### src/rtl/pipe_sequencer.sv
// -----------------------------------------------------------------------------
// pipe_sequencer
// Run-control and hazard sequencer for the 5-stage 16-bit pipeline.
//   - Run FSM (IDLE/RUN/DRAIN/HALTED) that drives the pipeline `state` input.
//   - Load-use hazard detection producing stall (bubble) and flush controls.
//   - Drains the pipe for three cycles after HALT or stop before halting.
//   - Optional performance counters, built only when PIPE_PERF_CNT_EN is
//     defined; otherwise the counter outputs are tied to zero.
//
// Ports:
//   clock      in   rising-edge clock
//   reset      in   asynchronous active-high reset
//   start      in   run request (level)
//   stop       in   soft-halt request (level)
//   id_ir      in   [15:0] instruction in ID
//   ex_ir      in   [15:0] instruction in EX
//   wb_ir      in   [15:0] instruction in WB
//   jump       in   taken branch/jump resolved this cycle
//   state      out  exec in RUN/DRAIN, idle otherwise (registered)
//   fetch_en   out  PC/IF advance enable (combinational)
//   stall      out  hold PC and IF/ID, bubble into EX (combinational)
//   flush      out  squash IF/ID and ID/EX (combinational)
//   halted     out  high in HALTED (registered)
//   cyc_cnt    out  [15:0] cycles spent in RUN/DRAIN (saturating)
//   ret_cnt    out  [15:0] non-zero instructions reaching WB (saturating)
//   stall_cnt  out  [15:0] load-use stall cycles (saturating)
// -----------------------------------------------------------------------------
module pipe_sequencer (
  input  logic        clock,
  input  logic        reset,
  input  logic        start,
  input  logic        stop,
  input  logic [15:0] id_ir,
  input  logic [15:0] ex_ir,
  input  logic [15:0] wb_ir,
  input  logic        jump,
  output logic        state,
  output logic        fetch_en,
  output logic        stall,
  output logic        flush,
  output logic        halted,
  output logic [15:0] cyc_cnt,
  output logic [15:0] ret_cnt,
  output logic [15:0] stall_cnt
);

  // Opcode map of the pipeline ISA (instruction bits [15:11]).
  localparam logic [4:0] OP_HALT  = 5'b00001;
  localparam logic [4:0] OP_LOAD  = 5'b00010;
  localparam logic [4:0] OP_STORE = 5'b00011;
  localparam logic [4:0] OP_SLL   = 5'b00100;
  localparam logic [4:0] OP_SLA   = 5'b00101;
  localparam logic [4:0] OP_SRL   = 5'b00110;
  localparam logic [4:0] OP_SRA   = 5'b00111;
  localparam logic [4:0] OP_ADD   = 5'b01000;
  localparam logic [4:0] OP_ADDI  = 5'b01001;
  localparam logic [4:0] OP_SUB   = 5'b01010;
  localparam logic [4:0] OP_SUBI  = 5'b01011;
  localparam logic [4:0] OP_CMP   = 5'b01100;
  localparam logic [4:0] OP_AND   = 5'b01101;
  localparam logic [4:0] OP_OR    = 5'b01110;
  localparam logic [4:0] OP_XOR   = 5'b01111;
  localparam logic [4:0] OP_LDIH  = 5'b10000;
  localparam logic [4:0] OP_ADDC  = 5'b10001;
  localparam logic [4:0] OP_SUBC  = 5'b10010;
  localparam logic [4:0] OP_JMPR  = 5'b11001;
  localparam logic [4:0] OP_BZ    = 5'b11010;
  localparam logic [4:0] OP_BNZ   = 5'b11011;
  localparam logic [4:0] OP_BN    = 5'b11100;
  localparam logic [4:0] OP_BNN   = 5'b11101;
  localparam logic [4:0] OP_BC    = 5'b11110;
  localparam logic [4:0] OP_BNC   = 5'b11111;

  localparam logic ST_EXEC = 1'b1;
  localparam logic ST_IDLE = 1'b0;

  typedef enum logic [1:0] {
    S_IDLE   = 2'd0,
    S_RUN    = 2'd1,
    S_DRAIN  = 2'd2,
    S_HALTED = 2'd3
  } fsm_t;

  fsm_t       fsm_r;
  logic [1:0] drain_cnt_r;
  logic       state_r;
  logic       halted_r;

  logic       use_hi_s, use_mid_s, use_lo_s;
  logic       hazard_s;
  logic       active_s;
  logic       stall_s;
  logic       halt_in_id_s;
  logic [4:0] id_op_s;
  logic [2:0] load_dst_s;

  assign id_op_s      = id_ir[15:11];
  assign load_dst_s   = ex_ir[10:8];
  assign halt_in_id_s = (id_op_s == OP_HALT);
  assign active_s     = (fsm_r == S_RUN) || (fsm_r == S_DRAIN);

  // Which register fields of the ID instruction are read as sources.
  always_comb begin
    use_hi_s  = 1'b0;
    use_mid_s = 1'b0;
    use_lo_s  = 1'b0;
    case (id_op_s)
      OP_BZ, OP_BNZ, OP_BN, OP_BNN, OP_BC, OP_BNC,
      OP_JMPR, OP_ADDI, OP_SUBI, OP_LDIH:  use_hi_s = 1'b1;
      OP_STORE: begin
        use_hi_s  = 1'b1;
        use_mid_s = 1'b1;
      end
      OP_LOAD, OP_SLL, OP_SRL, OP_SLA, OP_SRA: use_mid_s = 1'b1;
      OP_ADD, OP_ADDC, OP_SUB, OP_SUBC,
      OP_CMP, OP_AND, OP_OR, OP_XOR: begin
        use_mid_s = 1'b1;
        use_lo_s  = 1'b1;
      end
      default: begin
        use_hi_s  = 1'b0;
        use_mid_s = 1'b0;
        use_lo_s  = 1'b0;
      end
    endcase
  end

  // Load-use hazard: a LOAD in EX whose destination is read by ID.
  always_comb begin
    if (ex_ir[15:11] == OP_LOAD) begin
      hazard_s = (use_hi_s  && (id_ir[10:8] == load_dst_s)) ||
                 (use_mid_s && (id_ir[6:4]  == load_dst_s)) ||
                 (use_lo_s  && (id_ir[2:0]  == load_dst_s));
    end else begin
      hazard_s = 1'b0;
    end
  end

  // A taken jump squashes the dependent instruction, so flush beats stall.
  assign stall_s  = hazard_s && active_s && !jump;
  assign stall    = stall_s;
  assign flush    = jump && active_s;
  assign fetch_en = (fsm_r == S_RUN) && !stall_s;
  assign state    = state_r;
  assign halted   = halted_r;

  // Run FSM with registered state/halted outputs and the drain counter.
  always_ff @(posedge clock or posedge reset) begin
    if (reset) begin
      fsm_r       <= S_IDLE;
      drain_cnt_r <= 2'd0;
      state_r     <= ST_IDLE;
      halted_r    <= 1'b0;
    end else begin
      case (fsm_r)
        S_IDLE, S_HALTED: begin
          if (start) begin
            fsm_r    <= S_RUN;
            state_r  <= ST_EXEC;
            halted_r <= 1'b0;
          end
        end
        S_RUN: begin
          // stop wins over start; a HALT under a taken jump is squashed.
          if (stop || (halt_in_id_s && !jump)) begin
            fsm_r       <= S_DRAIN;
            drain_cnt_r <= 2'd3;
          end
        end
        S_DRAIN: begin
          // Counter reaches 0 on the edge that enters HALTED: three DRAIN cycles.
          if (drain_cnt_r <= 2'd1) begin
            fsm_r       <= S_HALTED;
            drain_cnt_r <= 2'd0;
            state_r     <= ST_IDLE;
            halted_r    <= 1'b1;
          end else begin
            drain_cnt_r <= drain_cnt_r - 2'd1;
          end
        end
        default: begin
          fsm_r       <= S_IDLE;
          drain_cnt_r <= 2'd0;
          state_r     <= ST_IDLE;
          halted_r    <= 1'b0;
        end
      endcase
    end
  end

`ifdef PIPE_PERF_CNT_EN
  logic [15:0] cyc_cnt_r, ret_cnt_r, stall_cnt_r;
  logic        cnt_clear_s;
  logic        unused_bits_s;

  assign cnt_clear_s   = ((fsm_r == S_IDLE) || (fsm_r == S_HALTED)) && start;
  assign unused_bits_s = ^{ex_ir[7:0], id_ir[7], id_ir[3]};

  function automatic logic [15:0] sat_inc(input logic [15:0] v, input logic en);
    return (en && (v != 16'hFFFF)) ? (v + 16'd1) : v;
  endfunction

  // Saturating performance counters; cleared on every entry to RUN.
  always_ff @(posedge clock or posedge reset) begin
    if (reset) begin
      cyc_cnt_r   <= 16'h0000;
      ret_cnt_r   <= 16'h0000;
      stall_cnt_r <= 16'h0000;
    end else if (cnt_clear_s) begin
      cyc_cnt_r   <= 16'h0000;
      ret_cnt_r   <= 16'h0000;
      stall_cnt_r <= 16'h0000;
    end else if (active_s) begin
      cyc_cnt_r   <= sat_inc(cyc_cnt_r, 1'b1);
      ret_cnt_r   <= sat_inc(ret_cnt_r, wb_ir != 16'h0000);
      stall_cnt_r <= sat_inc(stall_cnt_r, stall_s);
    end
  end

  assign cyc_cnt   = cyc_cnt_r;
  assign ret_cnt   = ret_cnt_r;
  assign stall_cnt = stall_cnt_r;
`else
  logic unused_bits_s;
  assign unused_bits_s = ^{wb_ir, ex_ir[7:0], id_ir[7], id_ir[3]};
  assign cyc_cnt   = 16'h0000;
  assign ret_cnt   = 16'h0000;
  assign stall_cnt = 16'h0000;
`endif

endmodule

### config.mk
export PLATFORM = sky130hd
export DESIGN_NAME = pipe_sequencer
export DESIGN_NICKNAME = d
export VERILOG_FILES = /design/src/rtl/pipe_sequencer.sv
export SDC_FILE = /design/constraint.sdc
export NUM_CORES = 1
export LEC_CHECK = 0
export ABC_AREA = 1
export CAP_MARGIN = 25
export CORE_ASPECT_RATIO = 1.75
export CORE_UTILIZATION = 31
export CTS_CLUSTER_SIZE = 14
export DETAILED_ROUTE_END_ITERATION = 7
export GPL_TIMING_DRIVEN = 0
export PLACE_DENSITY = 0.95
export SETUP_SLACK_MARGIN = 0.4
export SYNTH_ARGS = -nofsm -noshare
export SYNTH_HDL_FRONTEND = slang
export SYNTH_SLANG_ARGS = --single-unit
export TNS_END_PERCENT = 50
### constraint.sdc
create_clock -name clock -period 3.2 [get_ports clock]
set_clock_uncertainty 0.1 [all_clocks]
set_input_delay 0.96 -clock clock [delete_from_list [all_inputs] [get_ports clock]]
set_output_delay 0.96 -clock clock [all_outputs]
set_load 0.02 [all_outputs]
==> flow_summary.yaml <==
grt:
  grt_pass1_wl_um: 3505
  antenna_found_initial: 0
  grt_overflow: 0
  grt_max_degree: 7
  grt_pass1_vias: 923
  track_usage_pct: 13.85
placed_design:
  io_buffers: 31
  gp_congestion: 0.8272
  place_ws_ps: -656.1
  dp_hpwl_um: 1823
synthesis:
  synth_area_leaders: "buf_4, dfrtp_1, nand2_1, inv_1, xnor2_1"
  ys_types: 22
  synthCells: 147
  synth_seq_cells: 6
  synth-seq-area-share_pct: 15.38
  netlist_area_um2: 975.9
  synth_top_area_share_pct: 36.92
  syn_avg_cell_area_um2: 6.639
  ys_warn_count: 0
  synth_top_area_cell: "buf_4"
critical_path:
  cpPeakStageDelay_ps: 320
  cp_cell_sequence: "dlygate4sd2_1 -> nor4_4 -> nand2_1 -> inv_1 -> buf_6"
  worstPathArrival_ps: 1810
  crit_type: "primary input to output pin"
  required_ps: 2140
  slowest_stage: "nor4_4"
  critPathMaxFanout: 2
  cp-start-kind: "primary input"
  cp-end-kind: "output pin"
pwr:
  power.share.clock_pct: 16.1
  irDropWorstVdd_mv: 0.2211
  switching_share_pct: 45.48
  p_per_area_nw_per_um2: 438.7
  power.leakage_nw: 1.005
  combPwrFrac_pct: 64.6
  switching_power_uw: 331.8
  internal_power_uw: 397.7
  p_seq_share_pct: 19.3
timing:
  max_clock_freq_mhz: 348.0
  finalHoldViolCount: 0
  finalCriticalPeriod_ps: 2873
  setup_viol: 0
  finalCritPeriodShare_pct: 89.80
  rsz0062_at_grt: "true"
  slew_violations: 0
  layout_setup_ws_ps: 326.5
clock_network:
  clk_latency_ps: 230
  cts_hold_buf: 0
  cts_tree: "yes"
  path_clk_slew_ps: 40
  cts_buffers: 3
  cts_buffer_depth: 2
  cts_root_buffer: "clkbuf_8"
  clock_sinks: 6
  cts-htree-levels: 1
route:
  ant_nets: 0
  via_per_inst: 3.735
  drc: 0
  wl_um: 2210
  wl_per_cell_um: 7.921
  drt_iter0_drc: 24
  dr.pass1.iters: 4
  vias: 1042
layout:
  layout_commonest_cell: "buf_4"
  multi_input_area_um2: 631.9
  regArea_um2: 150.1
  fillCellCount: 282
  area_growth_pct: 70.38
  final_cell_mix: "buf_4, conb_1, nand2_1"
  drive_gt1_share_pct: 44.30
  insertedDiodeCount: 0
  nNetsFinal: 294
  fin_util_pct: 56.17
floorplanning:
  die_w_um: 44.42
  die-area_um2: 3386
  rows: 26
  ioPinCount: 106
  start_util_pct: 32.97
  die_h_um: 76.23
  core-area_um2: 2960
status:
  status: "finished clean"
hold_path:
  hold_class: "register to register"
run:
  maxCapViolations: 0
==> flip-flops by register name, summed over array words and instances (netlist names) <==
register and flops:
fsm_r 2, halted 1, drain_cnt_r 2, state 1
==> Yosys cell counts, drive strengths merged <==
library cell / instances
o21ai: 10
nand4: 3
buf: 48
o211ai: 1
nor2: 8
a21oi: 3
dfrtp: 6
inv: 21
conb: 1
xor2: 1
ha: 2
xnor2: 6
nand2: 27
nor4: 1
nand3: 9
==> logic make-up (layout without fill, tap and decap cells) <==
family,Yosys count,in the layout,synth area share (%)
AND/OR/NAND/NOR,48,48,22.18
flip-flops,6,6,15.38
other,1,48,0.3842
XOR/XNOR,7,7,6.282
adder cells (fa/ha/maj),2,2,2.564
buffers and inverters,69,112,45.00
AO/OA/AOI/OAI,14,14,8.205
==> worst paths after layout <==
| path | start | end | slack [ps] | cells past startpoint |
|---|---|---|---|---|
| hold / removal | halted$_DFFE_PP0P_ | halted$_DFFE_PP0P_ | 400 | 2 |
| max in group asynchronous | reset | drain_cnt_r[0]$_DFFE_PP0P_ | 1940 | 2 |
| hold reg to reg | halted$_DFFE_PP0P_ | halted$_DFFE_PP0P_ | 400 | 2 |
| min in group asynchronous | reset | drain_cnt_r[1]$_DFFE_PP0P_ | 860 | 2 |
| setup reg to reg | fsm_r[0]$_DFFE_PP0P_ | fsm_r[1]$_DFFE_PP0P_ | 1680 | 8 |
| setup / recovery | ex_ir[14] | stall | 330 | 5 |
==> layer usage <==
metal | track usage [%] | wire, um | up-vias
met3 | 3.318 | 277 | 5
met2 | 27.06 | 1227 | 67
met1 | 10.19 | 641 | 432
li1 | - | - | 538
met5 | 0 | 0 | -
met4 | 10.00 | 63 | 0
==> power by group through the flow <==
| stage | clock network, mW | logic (mW) | registers [mW] |
|---|---|---|---|
| 6_report | 0.117 | 0.471 | 0.141 |
| 5_1_grt | 0.127 | 0.525 | 0.147 |
| 3_5_place_dp | 0 | 0.456 | 0.142 |
| 2_1_floorplan | 0 | 0.312 | 0.149 |
| 3_3_place_gp | 0 | 0.443 | 0.139 |
| 4_1_cts | 0.120 | 0.458 | 0.141 |
==> final cells by class <==
class | count | area share (%)
inverters | 21 | 5.342
clock buffers | 3 | 2.483
repair buffers | 40 | 20.32
well taps | 42 | 3.160
flip-flops and latches | 6 | 9.029
plain buffers | 48 | 21.67
multi-input cells | 119 | 38.00
==> what timing repair did <==
action                     in CTS  in global routing
setup endpoints to repair       3                  2
pin swaps                      24                 18
resized for setup             109                 21
setup buffers                   8                  1
==> critical path: cells and delay by family <==
kind	cells	cell delay, ps
buffers and inverters	3	440
AND/OR/NAND/NOR	2	410
==> per-stage QoR <==
stage / TNS (ps) / instance area, um2 / total power [mW] / instances / hold slack (ps)
after floorplan: 0 / 1152 / 0.4614 / 194 / 381.3
after global placement: -1252 / 1515 / 0.5822 / 267 / 385.5
after detailed placement: -1326 / 1515 / 0.5973 / 267 / 401.2
after CTS: 0 / 1605 / 0.7198 / 278 / 409.4
after global routing: 0 / 1663 / 0.7988 / 279 / 450.8
final: 0 / 1663 / 0.7295 / 279 / 399.8
(Power assumes the default switching activity.)
